[config.mk]
export PLATFORM = sky130hd
export DESIGN_NAME = vga_sync_decoder_flat
export DESIGN_NICKNAME = d
export VERILOG_FILES = /design/src/rtl/vga_pkg.sv /design/src/rtl/vga_sync_decoder_if.sv /design/src/rtl/vga_sync_decoder_sync_edge_detect.sv /design/src/rtl/vga_sync_decoder.sv /design/src/flat_wrapper.sv
export SDC_FILE = /design/constraint.sdc
export NUM_CORES = 1
export LEC_CHECK = 0
export BUFFER_PORTS_ARGS = -buffer_cell sky130_fd_sc_hd__buf_2
export CAP_MARGIN = 5
export CORE_MARGIN = 8
export CORE_UTILIZATION = 51
export CTS_BUF_LIST = sky130_fd_sc_hd__clkbuf_16
export CTS_CLUSTER_DIAMETER = 100
export DETAILED_ROUTE_END_ITERATION = 16
export GPL_ROUTABILITY_DRIVEN = 0
export HOLD_SLACK_MARGIN = 0.06
export PLACE_DENSITY = 0.75
export SYNTH_ARGS = -nofsm -noshare
export SYNTH_HDL_FRONTEND = slang
export SYNTH_SLANG_ARGS = --single-unit
[constraint.sdc]
create_clock -name CLK_40 -period 3.64 [get_ports CLK_40]
set_clock_uncertainty 0.2 [all_clocks]
set_input_delay 0.91 -clock CLK_40 [delete_from_list [all_inputs] [get_ports CLK_40]]
set_output_delay 0.91 -clock CLK_40 [all_outputs]
set_load 0.1 [all_outputs]
[src/rtl/vga_pkg.sv]
// Shared VGA timing constants and decoder state encoding.
// Generator and decoder both import this package for geometry.
package vga_pkg;

  typedef enum logic [1:0] {
    SEARCH,
    MEASURE,
    LOCKED
  } decoder_state_t;

  localparam int PROD_H_TOTAL  = 1056;
  localparam int PROD_V_TOTAL  = 628;
  localparam int PROD_H_ACTIVE = 800;
  localparam int PROD_V_ACTIVE = 600;

  localparam int DBG_H_TOTAL  = 40;
  localparam int DBG_V_TOTAL  = 32;
  localparam int DBG_H_ACTIVE = 32;
  localparam int DBG_V_ACTIVE = 24;

  localparam int DEF_H_SLACK     = 4;
  localparam int DEF_LOCK_FRAMES = 2;

endpackage

[src/rtl/vga_sync_decoder_if.sv]
// Video stream in (sync/blank/pixel) and recovered timing out.
// master: generator/bench side; slave: the decoder.
interface vga_sync_decoder_if #(
  parameter int XW = 11,
  parameter int YW = 10
);
  logic          hs_in;
  logic          vs_in;
  logic          blank_n_in;
  logic          pixel_in;
  logic [XW-1:0] x_pos;
  logic [YW-1:0] y_pos;
  logic          pixel_valid;
  logic          pixel_out;
  logic          line_start;
  logic          frame_start;
  logic          locked;
  logic          timing_err;
  logic [XW-1:0] meas_h_total;
  logic [YW-1:0] meas_v_total;

  modport master (
    output hs_in, vs_in, blank_n_in, pixel_in,
    input  x_pos, y_pos, pixel_valid, pixel_out,
    input  line_start, frame_start, locked,
    input  timing_err, meas_h_total, meas_v_total
  );

  modport slave (
    input  hs_in, vs_in, blank_n_in, pixel_in,
    output x_pos, y_pos, pixel_valid, pixel_out,
    output line_start, frame_start, locked,
    output timing_err, meas_h_total, meas_v_total
  );
endinterface

[src/rtl/vga_sync_decoder_sync_edge_detect.sv]
// Two-flop sync register with polarity normalisation.
// Ports: clk_i, rst_i, sync_i raw in; edge_o leading-edge pulse.
module sync_edge_detect #(
  parameter bit ACTIVE_LOW = 1'b1
) (
  input  logic clk_i,
  input  logic rst_i,
  input  logic sync_i,
  output logic edge_o
);

  logic s1_q, s2_q;
  logic norm;

  assign norm = sync_i ^ ACTIVE_LOW;

  always_ff @(posedge clk_i) begin
    if (rst_i) begin
      s1_q <= 1'b0;
      s2_q <= 1'b0;
    end else begin
      s1_q <= norm;
      s2_q <= s1_q;
    end
  end

  assign edge_o = s1_q & ~s2_q;

endmodule

[src/rtl/vga_sync_decoder.sv]
// Recovers pixel coordinates from a VGA stream and checks timing.
// Ports: CLK_40, reset (sync, high), bus (stream in, timing out).
module vga_sync_decoder
  import vga_pkg::*;
#(
  parameter int H_TOTAL         = PROD_H_TOTAL,
  parameter int V_TOTAL         = PROD_V_TOTAL,
  parameter int H_ACTIVE        = PROD_H_ACTIVE,
  parameter int V_ACTIVE        = PROD_V_ACTIVE,
  parameter int H_SLACK         = DEF_H_SLACK,
  parameter int LOCK_FRAMES     = DEF_LOCK_FRAMES,
  parameter int SYNC_ACTIVE_LOW = 1,
  parameter int XW = $clog2(H_TOTAL + H_SLACK + 1),
  parameter int YW = $clog2(V_TOTAL + 1)
) (
  input logic               CLK_40,
  input logic               reset,
  vga_sync_decoder_if.slave bus
);

  localparam int GW = $clog2(LOCK_FRAMES + 1);
  localparam logic [XW-1:0] HMAX_X = XW'(H_TOTAL + H_SLACK);
  localparam logic [XW-1:0] HTOT_X = XW'(H_TOTAL);
  localparam logic [XW-1:0] HACT_X = XW'(H_ACTIVE);
  localparam logic [YW-1:0] VTOT_Y = YW'(V_TOTAL);
  localparam logic [YW-1:0] VACT_Y = YW'(V_ACTIVE);
  localparam logic [GW-1:0] LOCK_G = GW'(LOCK_FRAMES);

  logic hs_e, vs_e;

  sync_edge_detect #(
    .ACTIVE_LOW (SYNC_ACTIVE_LOW != 0)
  ) u_hs (
    .clk_i  (CLK_40),
    .rst_i  (reset),
    .sync_i (bus.hs_in),
    .edge_o (hs_e)
  );

  sync_edge_detect #(
    .ACTIVE_LOW (SYNC_ACTIVE_LOW != 0)
  ) u_vs (
    .clk_i  (CLK_40),
    .rst_i  (reset),
    .sync_i (bus.vs_in),
    .edge_o (vs_e)
  );

  logic           b1_q, p1_q, b2_q, p2_q;
  logic [XW-1:0]  h_cnt_q, meas_h_q, act_cnt_q, x_q;
  logic [YW-1:0]  act_lines_q, line_cnt_q, meas_v_q, y_q;
  logic           frame_bad_q, ls_q, fs_q, err_q;
  logic [GW-1:0]  good_q;
  decoder_state_t state_q;

  logic          line_close, line_bad;
  logic          frame_ok, watchdog;
  logic [XW-1:0] meas_h_d;
  logic [YW-1:0] meas_v_d, act_lines_d;

  // A line closing on the same cycle as vsync is
  // folded into the frame being evaluated.
  always_comb begin
    line_close  = hs_e && (act_cnt_q != '0);
    line_bad    = line_close && (act_cnt_q != HACT_X);
    act_lines_d = act_lines_q
                + {{(YW-1){1'b0}}, line_close};
    meas_h_d    = hs_e ? h_cnt_q + 1'b1 : meas_h_q;
    meas_v_d    = line_cnt_q
                + {{(YW-1){1'b0}}, hs_e};
    frame_ok    = (meas_h_d == HTOT_X)
               && (meas_v_d == VTOT_Y)
               && (act_lines_d == VACT_Y)
               && !(frame_bad_q || line_bad);
    watchdog    = (state_q == LOCKED)
               && (h_cnt_q == HMAX_X);
  end

  always_ff @(posedge CLK_40) begin
    if (reset) begin
      b1_q        <= 1'b0;
      p1_q        <= 1'b0;
      b2_q        <= 1'b0;
      p2_q        <= 1'b0;
      h_cnt_q     <= '0;
      meas_h_q    <= '0;
      act_cnt_q   <= '0;
      x_q         <= '0;
      act_lines_q <= '0;
      line_cnt_q  <= '0;
      meas_v_q    <= '0;
      y_q         <= '0;
      frame_bad_q <= 1'b0;
      ls_q        <= 1'b0;
      fs_q        <= 1'b0;
      err_q       <= 1'b0;
      good_q      <= '0;
      state_q     <= SEARCH;
    end else begin
      b1_q  <= bus.blank_n_in;
      p1_q  <= bus.pixel_in;
      b2_q  <= b1_q;
      p2_q  <= p1_q;
      ls_q  <= hs_e;
      fs_q  <= vs_e;
      err_q <= 1'b0;

      if (hs_e) begin
        h_cnt_q  <= '0;
        meas_h_q <= meas_h_d;
      end else if (h_cnt_q != HMAX_X) begin
        h_cnt_q <= h_cnt_q + 1'b1;
      end

      if (hs_e) begin
        act_cnt_q <= {{(XW-1){1'b0}}, b1_q};
      end else if (b1_q && act_cnt_q != '1) begin
        act_cnt_q <= act_cnt_q + 1'b1;
      end
      x_q <= hs_e ? '0 : act_cnt_q;

      if (vs_e) begin
        act_lines_q <= '0;
        line_cnt_q  <= '0;
        meas_v_q    <= meas_v_d;
        frame_bad_q <= 1'b0;
        y_q         <= '0;
      end else begin
        act_lines_q <= act_lines_d;
        line_cnt_q  <= meas_v_d;
        y_q         <= act_lines_d;
        if (line_bad) frame_bad_q <= 1'b1;
      end

      unique case (state_q)
        SEARCH: begin
          if (vs_e) begin
            state_q <= MEASURE;
            good_q  <= '0;
          end
        end
        MEASURE: begin
          if (vs_e && frame_ok) begin
            good_q <= good_q + 1'b1;
            if (good_q + 1'b1 == LOCK_G)
              state_q <= LOCKED;
          end else if (vs_e) begin
            good_q <= '0;
          end
        end
        LOCKED: begin
          if (watchdog) begin
            err_q   <= 1'b1;
            state_q <= SEARCH;
            good_q  <= '0;
          end else if (vs_e && !frame_ok) begin
            err_q   <= 1'b1;
            state_q <= MEASURE;
            good_q  <= '0;
          end
        end
        default: state_q <= SEARCH;
      endcase
    end
  end

  assign bus.locked       = (state_q == LOCKED);
  assign bus.pixel_valid  = bus.locked && b2_q;
  assign bus.pixel_out    = bus.pixel_valid && p2_q;
  assign bus.x_pos        = x_q;
  assign bus.y_pos        = y_q;
  assign bus.line_start   = ls_q;
  assign bus.frame_start  = fs_q;
  assign bus.timing_err   = err_q;
  assign bus.meas_h_total = meas_h_q;
  assign bus.meas_v_total = meas_v_q;

endmodule

[src/flat_wrapper.sv]
// flat-port wrapper written by rule: the top's interface ports become plain ports
module vga_sync_decoder_flat import vga_pkg::*;
#(
  parameter int H_TOTAL         = PROD_H_TOTAL,
  parameter int V_TOTAL         = PROD_V_TOTAL,
  parameter int H_ACTIVE        = PROD_H_ACTIVE,
  parameter int V_ACTIVE        = PROD_V_ACTIVE,
  parameter int H_SLACK         = DEF_H_SLACK,
  parameter int LOCK_FRAMES     = DEF_LOCK_FRAMES,
  parameter int SYNC_ACTIVE_LOW = 1,
  parameter int XW = $clog2(H_TOTAL + H_SLACK + 1),
  parameter int YW = $clog2(V_TOTAL + 1)
)
  (CLK_40, reset, bus_hs_in, bus_vs_in, bus_blank_n_in, bus_pixel_in, bus_x_pos, bus_y_pos, bus_pixel_valid, bus_pixel_out, bus_line_start, bus_frame_start, bus_locked, bus_timing_err, bus_meas_h_total, bus_meas_v_total);
  vga_sync_decoder_if #(.XW(XW), .YW(YW)) bus_i ();
  input logic CLK_40;
  input logic reset;
  input wire logic [$bits(bus_i.hs_in)-1:0] bus_hs_in;
  input wire logic [$bits(bus_i.vs_in)-1:0] bus_vs_in;
  input wire logic [$bits(bus_i.blank_n_in)-1:0] bus_blank_n_in;
  input wire logic [$bits(bus_i.pixel_in)-1:0] bus_pixel_in;
  output wire logic [$bits(bus_i.x_pos)-1:0] bus_x_pos;
  output wire logic [$bits(bus_i.y_pos)-1:0] bus_y_pos;
  output wire logic [$bits(bus_i.pixel_valid)-1:0] bus_pixel_valid;
  output wire logic [$bits(bus_i.pixel_out)-1:0] bus_pixel_out;
  output wire logic [$bits(bus_i.line_start)-1:0] bus_line_start;
  output wire logic [$bits(bus_i.frame_start)-1:0] bus_frame_start;
  output wire logic [$bits(bus_i.locked)-1:0] bus_locked;
  output wire logic [$bits(bus_i.timing_err)-1:0] bus_timing_err;
  output wire logic [$bits(bus_i.meas_h_total)-1:0] bus_meas_h_total;
  output wire logic [$bits(bus_i.meas_v_total)-1:0] bus_meas_v_total;
  assign bus_i.hs_in = bus_hs_in;
  assign bus_i.vs_in = bus_vs_in;
  assign bus_i.blank_n_in = bus_blank_n_in;
  assign bus_i.pixel_in = bus_pixel_in;
  assign bus_x_pos = bus_i.x_pos;
  assign bus_y_pos = bus_i.y_pos;
  assign bus_pixel_valid = bus_i.pixel_valid;
  assign bus_pixel_out = bus_i.pixel_out;
  assign bus_line_start = bus_i.line_start;
  assign bus_frame_start = bus_i.frame_start;
  assign bus_locked = bus_i.locked;
  assign bus_timing_err = bus_i.timing_err;
  assign bus_meas_h_total = bus_i.meas_h_total;
  assign bus_meas_v_total = bus_i.meas_v_total;
  vga_sync_decoder #(.H_TOTAL(H_TOTAL), .V_TOTAL(V_TOTAL), .H_ACTIVE(H_ACTIVE), .V_ACTIVE(V_ACTIVE), .H_SLACK(H_SLACK), .LOCK_FRAMES(LOCK_FRAMES), .SYNC_ACTIVE_LOW(SYNC_ACTIVE_LOW), .XW(XW), .YW(YW)) u_core (.CLK_40(CLK_40), .reset(reset), .bus(bus_i));
endmodule
=== Yosys cells after proc, flatten, opt, wreduce, memory -nomap -nowiden ===
Index checks and enable logic that the tools add are counted.

* Register bits after elaboration: 90
* Bits of input ports: 6

* Bitwise logic cells: 7
* Muxes and demuxes: 16
* Equality and inequality tests: 14
* Reduce and logical (&&, ||, !) cells: 23
* Add/sub/neg operators: 5

{| class="wikitable"
|+ Operators by type and width
! operator !! count
|-
| 11-bit by 1-bit adder with 11-bit output (second input constant) || 2
|-
| 11-bit equality test (second input constant) || 2
|-
| 11-bit != test (second input constant) || 2
|-
| 10-bit by 1-bit adder with 10-bit output || 2
|-
| 10-bit equality test (second input constant) || 2
|-
| 2-bit two-way mux || 9
|-
| 2-bit case mux with 3 select lines || 2
|-
| 1-bit logical AND || 11
|-
| 11-bit two-way mux || 1
|-
| 11-bit by 10-bit != test with 1-bit output (second input constant) || 1
|-
| 11-bit nonzero test || 1
|-
| 2-bit by 1-bit != test with 1-bit output (second input constant) || 3
|-
| 2-bit OR reduction || 3
|-
| 1-bit NOT || 5
|-
| 2-bit equality test (second input constant) || 2
|-
| 1-bit two-way mux || 4
|-
| 4-bit AND reduction || 1
|-
| 3-bit != test (second input constant) || 1
|-
| 3-bit nonzero test || 1
|-
| 2-bit by 1-bit adder with 2-bit output (second input constant) || 1
|-
| 1-bit bitwise AND || 2
|-
| 2-bit by 1-bit equality test with 1-bit output (second input constant) || 1
|-
| 1-bit logical NOT || 2
|-
| 2-bit logical NOT || 1
|-
| 3 further kinds || 3
|}

=== Logic depth before layout (Yosys ltp) ===
Gate-level depths: netlist of run 1.

* Word-level depth: 12
* Gate-level depth with buffers: 15

=== By module ===
Synthesis of run 1 repeated with hierarchy kept, for this count alone.

* Cell total of the unflattened synthesis: 420
* Area, all modules: 3,897.5 µm²

{| class="wikitable"
|+ Modules (own cells, without submodules)
! module !! instances !! area each (µm²) !! cells an instance !! seq. area each (µm²)
|-
| vga_sync_decoder || 1 || 3,764.9 || 410 || 1,721.7
|-
| sync_edge_detect || 2 || 66.3 || 5 || 40.0
|}

=== Worst setup path after synthesis of run 1 ===
No wires, ideal clock.

* Path type: flip-flop to flip-flop
* From: register u_core.u_hs.s2_q
* To: register u_core.state_q[0]
* Path slack: 0.039 ns
* Cell stages (with the launch flop): 16
* Setup time: 0.125 ns
* Required time: 3.315 ns
* Arrival: 3.276 ns
* Period minus slack after synthesis: 3.601 ns
* Path buffers: 3
* Cells stage by stage: dfxtp_1 -> nand2b_1 -> buf_4 -> inv_2 -> buf_2 -> buf_1 -> ha_1 -> ha_1 -> nand2_1 -> or3_1 -> a22oi_1 -> nand4b_1 -> or4b_4 -> nor3_4 -> a32oi_2 -> mux2i_1

* Longest elaborated chain between the ends: 11
* Elaborated cells on any way between the ends: 21
* Classes of those cells: add/sub: 2; eq/ne: 5; mux: 1; bitwise: 2; reduce/logical: 11

{| class="wikitable"
|+ Ends and longest elaborated chain
! item !! RTL line !! text
|-
| start: declaration || vga_sync_decoder_sync_edge_detect.sv:12 || <nowiki>logic s1_q, s2_q;</nowiki>
|-
| start signal: assignment || vga_sync_decoder_sync_edge_detect.sv:23 || <nowiki>s2_q <= s1_q;</nowiki>
|-
| 1-bit NOT * || vga_sync_decoder_sync_edge_detect.sv:27 || <nowiki>assign edge_o = s1_q & ~s2_q;</nowiki>
|-
| 1-bit bitwise AND * || vga_sync_decoder_sync_edge_detect.sv:27 ||
|-
| via u_core.hs_e || vga_sync_decoder.sv:29 || <nowiki>logic hs_e, vs_e;</nowiki>
|-
| 10-bit by 1-bit adder with 10-bit output, or another cell as far along || vga_sync_decoder.sv:70 || <nowiki>+ {{(YW-1){1'b0}}, hs_e};</nowiki>
|-
| 10-bit equality test, or another cell as far along || vga_sync_decoder.sv:72 || <nowiki>&& (meas_v_d == VTOT_Y)</nowiki>
|-
| 1-bit logical AND, or another cell as far along || vga_sync_decoder.sv:72 ||
|-
| 1-bit logical AND / 1-bit logical NOT (equally long branches) || vga_sync_decoder.sv:73, vga_sync_decoder.sv:74 ||
|-
| 1-bit logical AND * || vga_sync_decoder.sv:74 || <nowiki>&& !(frame_bad_q || line_bad);</nowiki>
|-
| 1-bit logical NOT || vga_sync_decoder.sv:156 || <nowiki>end else if (vs_e && !frame_ok) begin</nowiki>
|-
| 1-bit logical AND || vga_sync_decoder.sv:156 ||
|-
| 3-bit != test (no line) || n/a ||
|-
| 4-bit AND reduction (no line) * || n/a ||
|-
| end signal: assignment || vga_sync_decoder.sv:154 || <nowiki>state_q <= SEARCH;</nowiki>
|-
| end signal: assignment || vga_sync_decoder.sv:158 || <nowiki>state_q <= MEASURE;</nowiki>
|-
| end signal: assignment || vga_sync_decoder.sv:162 || <nowiki>default: state_q <= SEARCH;</nowiki>
|-
| end: declaration || vga_sync_decoder.sv:54 || <nowiki>decoder_state_t state_q;</nowiki>
|}

The timed path passes the listed nets; every way through them passes the cells marked *.
A chain may end at the register's enable or synchronous reset.

=== Worst setup path after layout of run 1 ===
* From: register u_core.act_cnt_q[1]
* To: register u_core.state_q[1]

* Longest elaborated chain between the ends: 10
* Elaborated cells on any way between the ends: 16
* Classes of those cells: add/sub: 1; eq/ne: 4; reduce/logical: 11

{| class="wikitable"
|+ Ends and longest elaborated chain
! item !! RTL line !! text
|-
| start: declaration || vga_sync_decoder.sv:50 || <nowiki>logic [XW-1:0] h_cnt_q, meas_h_q, act_cnt_q, x_q;</nowiki>
|-
| start signal: assignment || vga_sync_decoder.sv:116 || <nowiki>act_cnt_q <= {{(XW-1){1'b0}}, b1_q};</nowiki>
|-
| start signal: assignment || vga_sync_decoder.sv:118 || <nowiki>act_cnt_q <= act_cnt_q + 1'b1;</nowiki>
|-
| 11-bit nonzero test || vga_sync_decoder.sv:64 || <nowiki>line_close = hs_e && (act_cnt_q != '0);</nowiki>
|-
| 1-bit logical AND || vga_sync_decoder.sv:64 ||
|-
| 10-bit by 1-bit adder with 10-bit output / 1-bit logical AND (equally long branches) || vga_sync_decoder.sv:67, vga_sync_decoder.sv:65 ||
|-
| 10-bit equality test / 1-bit logical OR (equally long branches) || vga_sync_decoder.sv:73, vga_sync_decoder.sv:74 ||
|-
| 1-bit logical AND / 1-bit logical NOT (equally long branches) || vga_sync_decoder.sv:73, vga_sync_decoder.sv:74 ||
|-
| 1-bit logical AND * || vga_sync_decoder.sv:74 ||
|-
| 1-bit logical NOT || vga_sync_decoder.sv:156 ||
|-
| 1-bit logical AND || vga_sync_decoder.sv:156 ||
|-
| 3-bit != test (no line) || n/a ||
|-
| 4-bit AND reduction (no line) * || n/a ||
|}

Mark *: on every way between the ends. The rest lies on a longest branch, timed or not.

==> results by group, run 1 <==
Status
  – Run status: finished clean

Synth
  – Synth async-reset ratio: 0%
  – Most used flip-flop cell after synthesis: sky130_fd_sc_hd__dfxtp_1
  – Netlist area before placement: 0.003928 sq mm
  – Proportion of synthesized chip area in sequential cells: 45.87%
  – Post-synthesis cell type count: 59
  – Largest area contributor in the synthesized netlist: sky130_fd_sc_hd__dfxtp_1
  – Average instance area after synthesis: 9.008 sq um
  – Main area contributors after synthesis: sky130_fd_sc_hd__dfxtp_1, sky130_fd_sc_hd__nor2_1, sky130_fd_sc_hd__ha_1, sky130_fd_sc_hd__xor2_1, sky130_fd_sc_hd__xnor2_1
  – Proportion of netlist area held by the largest area contributor: 45.87%
  – Synthesized instance count: 436
  – Number of synthesized flops with an enable pin: 0
  – Synthesized Nets: 455
  – YS warnings: 0
  – Number of synthesized register bits: 90

STA
  – RSZ-0062 raised after global routing: yes
  – Post-route minimum period: 3.489 ns
  – Pins over their slew limit: 0
  – Transition time at the pin with the least slew margin: 0.7441 ns
  – Count of final hold-check violations: 0
  – Worst slew slack as a fraction of its limit: 50.39%
  – Maximum clock frequency: 0.2866 GHz
  – Ratio of final minimum period to clock period: 95.84%
  – Final number of setup-violating endpoints: 0

Setup path
  – Worst reg2reg path startpoint: u_core.act_cnt_q[1]
  – Crit start category: register
  – Worst setup slack for register-to-register paths: 0.15 ns
  – Category of the worst setup path capture point: register
  – Signal arrival time at the worst endpoint: 3.51 ns
  – Data required time of the critical path: 3.66 ns
  – Biggest fanout along the worst timing path: 5
  – Crit Path Category: register to register
  – RR Endpoint: u_core.state_q[1]
  – Register-to-Register Path Depth: 14

Detailed routing
  – Detailed-route via count: 3185
  – Via density per instance: 5.371
  – Top layer reached by signal wires: met4
  – DRT antenna net count: 0
  – Iteration-0 DRC count of the detailed router: 219
  – Routed Wire Length: 8797 microns
  – DR pass1 iterations: 4
  – DRC Markers: 0
  – Per-cell routed wire length: 14.83 microns
  – Total met3 wirelength after detailed routing: 512 microns
  – Routed length on met2: 4052 microns
  – Wire length on met1: 4105 microns

Die
  – Number of placement rows: 32
  – Die height: 103.8 microns
  – Initial Utilization: 51.63%
  – Ports: 54
  – Die X: 103.8 microns
  – Area of the core: 0.007607 sq mm
  – Total die area: 0.01077 sq mm

Min path
  – Cell depth of the worst min-delay path: 1
  – Classification of the worst-slack hold path: register to register
  – Min-Delay Startpoint: u_core.u_hs.s2_q
  – Worst Hold End: u_core.bus.line_start

Global route
  – First-pass GRT wire length: 14900 microns
  – Overall routing resource usage: 16.58%
  – Total global routing overflow: 0
  – Antenna violations before repair: 0
  – Largest net degree at the start of global routing: 43
  – Via count of the first global-routing pass: 3163

Clocking
  – Clock Path Buffers: 2
  – CTS Buf Count: 9
  – Number of clock sinks: 90
  – Clock tree from TritonCTS: done
  – Worst-skew pair later-pin latency: 0.34 ns
  – Post-CTS setup-driven buffer insertion count: 0
  – Total of hold buffers inserted after clock tree synthesis: 0
  – H-tree levels: 3
  – Clock-pin slew on the worst setup and hold paths: 0.07 ns
  – Clock root buffer: sky130_fd_sc_hd__clkbuf_16

Layout
  – Net count reported at finish: 505
  – Ratio of cells with drive above 1 in the final layout: 19.96%
  – Antenna cell count: 0
  – Highest-count cells in the layout ignoring fill and taps: sky130_fd_sc_hd__dfxtp_1, sky130_fd_sc_hd__nor2_1, sky130_fd_sc_hd__buf_2
  – Leading cell type in the layout, fill and taps excluded: sky130_fd_sc_hd__dfxtp_1
  – Final standard cell count with taps included and fillers excluded: 593
  – Area growth syn-to-layout: 17.94%

Placement
  – HPWL after detailed placement: 6389 microns
  – Port Buffer Count: 53
  – Cell Count Post-Placement: 577

Pwr
  – Largest voltage drop on the vdd net: 0.2420 mV
  – Post-layout power: 2.267 mW
  – P_leak: 1.832 nW
  – Power per unit of standard cell area: 489.4 mW/mm^2

Run
  – Maxcap violations: 0
[worst max-delay path, stage by stage (launching register included)]
cell                       delay (ns)
sky130_fd_sc_hd__dfxtp_1         0.38
sky130_fd_sc_hd__inv_1           0.08
sky130_fd_sc_hd__ha_1            0.19
sky130_fd_sc_hd__nor4b_4         0.13
sky130_fd_sc_hd__a31oi_1         0.15
sky130_fd_sc_hd__ha_2            0.23
sky130_fd_sc_hd__buf_4           0.14
sky130_fd_sc_hd__and3_4          0.20
sky130_fd_sc_hd__nand4_1         0.12
sky130_fd_sc_hd__a211oi_2        0.28
sky130_fd_sc_hd__nand4b_1        0.17
sky130_fd_sc_hd__or4b_4          0.59
sky130_fd_sc_hd__nor3_4          0.17
sky130_fd_sc_hd__a32oi_2         0.16
sky130_fd_sc_hd__mux2i_1         0.17
[how the worst max path moves through the flow]
stage                                   start                end  slack (ns)  cells after the start
final                     u_core.act_cnt_q[1]  u_core.state_q[1]        0.15                     14
after global routing      u_core.act_cnt_q[0]   u_core.good_q[1]       -0.03                     14
after CTS                 u_core.act_cnt_q[0]  u_core.state_q[1]        0.05                     14
after detailed placement  u_core.act_cnt_q[0]  u_core.state_q[1]       -0.03                     14
after global placement    u_core.act_cnt_q[0]  u_core.state_q[0]        0.19                     14
after floorplan              u_core.u_hs.s2_q  u_core.state_q[0]        0.04                     15
[per-stage QoR]
| stage | TNS [ns] | utilization [%] | setup WS, ns | area [sq um] | hold slack, ns |
|---|---|---|---|---|---|
| 6_report | 0 | 60.89 | 0.1513 | 4632 | 0.2323 |
| 2_1_floorplan | 0 | - | 0.03916 | 3928 | 0.2062 |
| 4_1_cts | 0 | 60.13 | 0.05094 | 4574 | 0.2493 |
| 3_3_place_gp | 0 | 56.22 | 0.1858 | 4277 | 0.2194 |
| 3_5_place_dp | -0.04965 | 56.22 | -0.02763 | 4277 | 0.2379 |
| 5_1_grt | -0.05560 | 60.89 | -0.03274 | 4632 | 0.2624 |
[Yosys cell counts (all sizes together), types with 3 or more instances]
cell	instances
inv	15
nand4b	3
nand3	17
nand2b	10
nand2	21
and3	7
and4	5
a21oi	19
xor2	17
nor2b	11
ha	13
dfxtp	90
nor3	10
xnor2	16
buf	7
nor2	64
o21ai	13
clkbuf	12
a211oi	19
or3	7
nand4	8
and2	18
mux2i	3
[routing by layer]
layer / up-vias / global-route usage [%]
met5: - / 0
met2: 64 / 26.63
met1: 1493 / 20.57
met3: 10 / 4.647
met4: 0 / 6.412
li1: 1618 / -
[what timing repair did]
item                                    in CTS  in global routing
pin swaps                                    0                  4
resized for setup                            1                 12
endpoints found under the setup margin       4                  4
[area by class of cell]
class                   instances  area [sq um]
repair buffers                 58         302.8
clock inverters                 7         66.31
multi-input cells             312          2051
well taps                     102         127.6
flip-flops and latches         90          1803
clock buffers                   9         225.2
inverters                      15         56.30
fillers                       668          2975
[flip-flops by register name (all words and copies together) (netlist names)]
signal	count
u_core.act_cnt_q	11
u_core.act_lines_q	10
u_core.b1_q	1
u_core.b2_q	1
u_core.bus.frame_start	1
u_core.bus.line_start	1
u_core.bus.meas_h_total	11
u_core.bus.meas_v_total	10
u_core.bus.timing_err	1
u_core.bus.x_pos	11
u_core.frame_bad_q	1
u_core.good_q	2
u_core.h_cnt_q	11
u_core.line_cnt_q	10
u_core.p1_q	1
u_core.p2_q	1
u_core.state_q	2
u_core.u_hs.s1_q	1
u_core.u_hs.s2_q	1
u_core.u_vs.s1_q	1
u_core.u_vs.s2_q	1
[cell families (layout without fill, tap and decap cells)]
group / Yosys count / count (layout) / share of synthesized area, %
multiplexers: 4 / 4 / 1.051
buffers and inverters: 34 / 89 / 3.504
flip-flops: 90 / 90 / 45.87
AO/OA/AOI/OAI: 68 / 68 / 11.76
adder cells (fa/ha/maj): 13 / 13 / 4.142
XOR/XNOR: 33 / 33 / 7.359
AND/OR/NAND/NOR: 194 / 194 / 26.31
[where the power goes]
group	internal [mW]	leakage (nW)	switching, mW
logic	0.0883	0.956	0.236
clock network	0.482	0.145	0.423
registers	1.01	0.731	0.0228
total	1.59	1.83	0.682
(Power assumes the default switching activity.)
==> run 2: changes to the inputs <==
BUFFER_PORTS_ARGS = -buffer_cell sky130_fd_sc_hd__clkbuf_2   (was -buffer_cell sky130_fd_sc_hd__buf_2)
==> run 2 against run 1 <==
First-iteration DRC count shrank 23%. Fmax grew 0.18%. Global-route usage grew 0.33 points. Power grew 0.15%. Hold slack gained 0.0090 ns. Sequential share of layout area shrank 0.19 points. Wire length grew 3.2%. Count of clock-buffer cells in the layout is the same. Clock power is essentially flat.
==> results by group, run 2 (synthesized netlist as in run 1, its figures left out) <==
Layout
  – Finished Cell Area: 0.004664 sq mm
  – Core Util, Final: 61.32%
  – Area growth syn-to-layout: 18.76%
  – Antenna cell count: 0
  – Ratio of cells with drive above 1 in the final layout: 21.21%
  – Leading cell type in the layout, fill and taps excluded: sky130_fd_sc_hd__dfxtp_1
  – Final standard cell count with taps included and fillers excluded: 597
  – Net count reported at finish: 509
  – Highest-count cells in the layout ignoring fill and taps: sky130_fd_sc_hd__dfxtp_1, sky130_fd_sc_hd__nor2_1, sky130_fd_sc_hd__clkbuf_2

Setup path
  – Biggest fanout along the worst timing path: 5
  – Crit start category: register
  – Crit Path Category: register to register
  – Data required time of the critical path: 3.65 ns
  – Worst setup slack for register-to-register paths: 0.16 ns
  – Signal arrival time at the worst endpoint: 3.49 ns
  – Category of the worst setup path capture point: register
  – Register-to-Register Path Depth: 14

Die
  – Number of placement rows: 32
  – Die height: 103.8 microns
  – Initial Utilization: 51.63%
  – Die X: 103.8 microns
  – Total die area: 0.01077 sq mm
  – Ports: 54
  – Area of the core: 0.007607 sq mm

Pwr
  – Sw Share: 30.21%
  – Clk pwr share: 39.8%
  – P_leak: 1.801 nW
  – Post-layout power: 2.270 mW
  – Net switching power of the design: 685.9 uW
  – Power per unit of standard cell area: 486.7 mW/mm^2
  – Largest voltage drop on the vdd net: 0.2267 mV
  – Internal: 1.584 mW
  – Proportion of power drawn by flip-flops and latches: 45.7%
  – Logic pwr share: 14.5%

STA
  – Maximum clock frequency: 0.2871 GHz
  – Count of final hold-check violations: 0
  – Pins over their slew limit: 0
  – Post-route minimum period: 3.483 ns
  – Setup TNS: 0 ns
  – Worst slew slack as a fraction of its limit: 50.65%
  – Final number of setup-violating endpoints: 0
  – Post-route worst hold slack: 0.2413 ns
  – Transition time at the pin with the least slew margin: 0.7403 ns
  – Final setup margin: 0.1574 ns
  – Ratio of final minimum period to clock period: 95.67%

Global route
  – First-pass GRT wire length: 15260 microns
  – Total global routing overflow: 0
  – Antenna violations before repair: 0
  – Via count of the first global-routing pass: 3229
  – Largest net degree at the start of global routing: 23
  – Overall routing resource usage: 16.91%

Clocking
  – H-tree levels: 3
  – CTS Buf Count: 9
  – Number of clock sinks: 90
  – Clock Path Buffers: 2
  – Clock root buffer: sky130_fd_sc_hd__clkbuf_16
  – Clock tree from TritonCTS: done
  – Clock-pin slew on the worst setup and hold paths: 0.07 ns
  – Total of hold buffers inserted after clock tree synthesis: 0
  – Worst-skew pair later-pin latency: 0.34 ns

Detailed routing
  – DRT antenna net count: 0
  – Per-cell routed wire length: 15.21 microns
  – DRC Markers: 0
  – Routed Wire Length: 9079 microns
  – DR pass1 iterations: 4
  – Detailed-route via count: 3237
  – Iteration-0 DRC count of the detailed router: 168
  – Via density per instance: 5.422

Placement
  – Port Buffer Count: 53
  – Setup WS pre-CTS: 0.01311 ns
  – Cell Count Post-Placement: 578
  – Area after detailed placement: 0.004284 sq mm
  – HPWL after detailed placement: 6536 microns

Status
  – Run status: finished clean

Run
  – Maxcap violations: 0

Min path
  – Classification of the worst-slack hold path: register to register
  – Cell depth of the worst min-delay path: 1
run 2: metal layers:
metal | vias to the layer above | track usage (%) | routed length, microns
met5 | - | 0 | 0
met4 | 0 | 7.135 | 125
met3 | 10 | 3.903 | 367
met2 | 67 | 27.54 | 4296
met1 | 1542 | 20.96 | 4290
li1 | 1618 | - | -
run 2: worst paths after layout:
check                                        endpoint           startpoint
worst min-delay path            u_core.bus.line_start     u_core.u_hs.s2_q
worst max register to register      u_core.state_q[1]  u_core.act_cnt_q[0]
worst max-delay path                u_core.state_q[1]  u_core.act_cnt_q[0]
worst min register to register  u_core.bus.line_start     u_core.u_hs.s2_q
run 2: critical path, stage by stage (launching register included):
cell and delay, ns:
sky130_fd_sc_hd__dfxtp_4 0.37, sky130_fd_sc_hd__inv_1 0.06, sky130_fd_sc_hd__ha_1 0.18, sky130_fd_sc_hd__nor4b_2 0.16, sky130_fd_sc_hd__a31oi_1 0.21, sky130_fd_sc_hd__ha_2 0.24
sky130_fd_sc_hd__buf_4 0.14, sky130_fd_sc_hd__and3_4 0.21, sky130_fd_sc_hd__nand4_1 0.11, sky130_fd_sc_hd__a211oi_2 0.27, sky130_fd_sc_hd__nand4b_1 0.15, sky130_fd_sc_hd__or4b_4 0.54
sky130_fd_sc_hd__nor3_4 0.15, sky130_fd_sc_hd__a32oi_2 0.17, sky130_fd_sc_hd__mux2i_1 0.18
run 2: power groups by stage:
stage | combinational, mW | clock, mW | sequential, mW
2_1_floorplan | 0.165 | 0 | 1.16
3_3_place_gp | 0.314 | 0 | 1.06
3_5_place_dp | 0.321 | 0 | 1.06
4_1_cts | 0.324 | 0.922 | 1.04
5_1_grt | 0.354 | 0.963 | 1.04
6_report | 0.328 | 0.904 | 1.04
run 2: cell type report:
cell class / instances / area (sq um)
Multi-Input combinational cell: 312 / 2051
Clock buffer: 9 / 225.2
Timing Repair Buffer: 62 / 332.8
Clock inverter: 7 / 65.06
Inverter: 15 / 56.30
Fill cell: 684 / 2943
Sequential cell: 90 / 1807
Tap cell: 102 / 127.6
run 2: repair_timing:
action,4_1_cts,5_1_grt
resized for setup,1,16
cloned,0,0
pin swaps,0,12
setup buffers,0,3
endpoints found under the setup margin,4,4
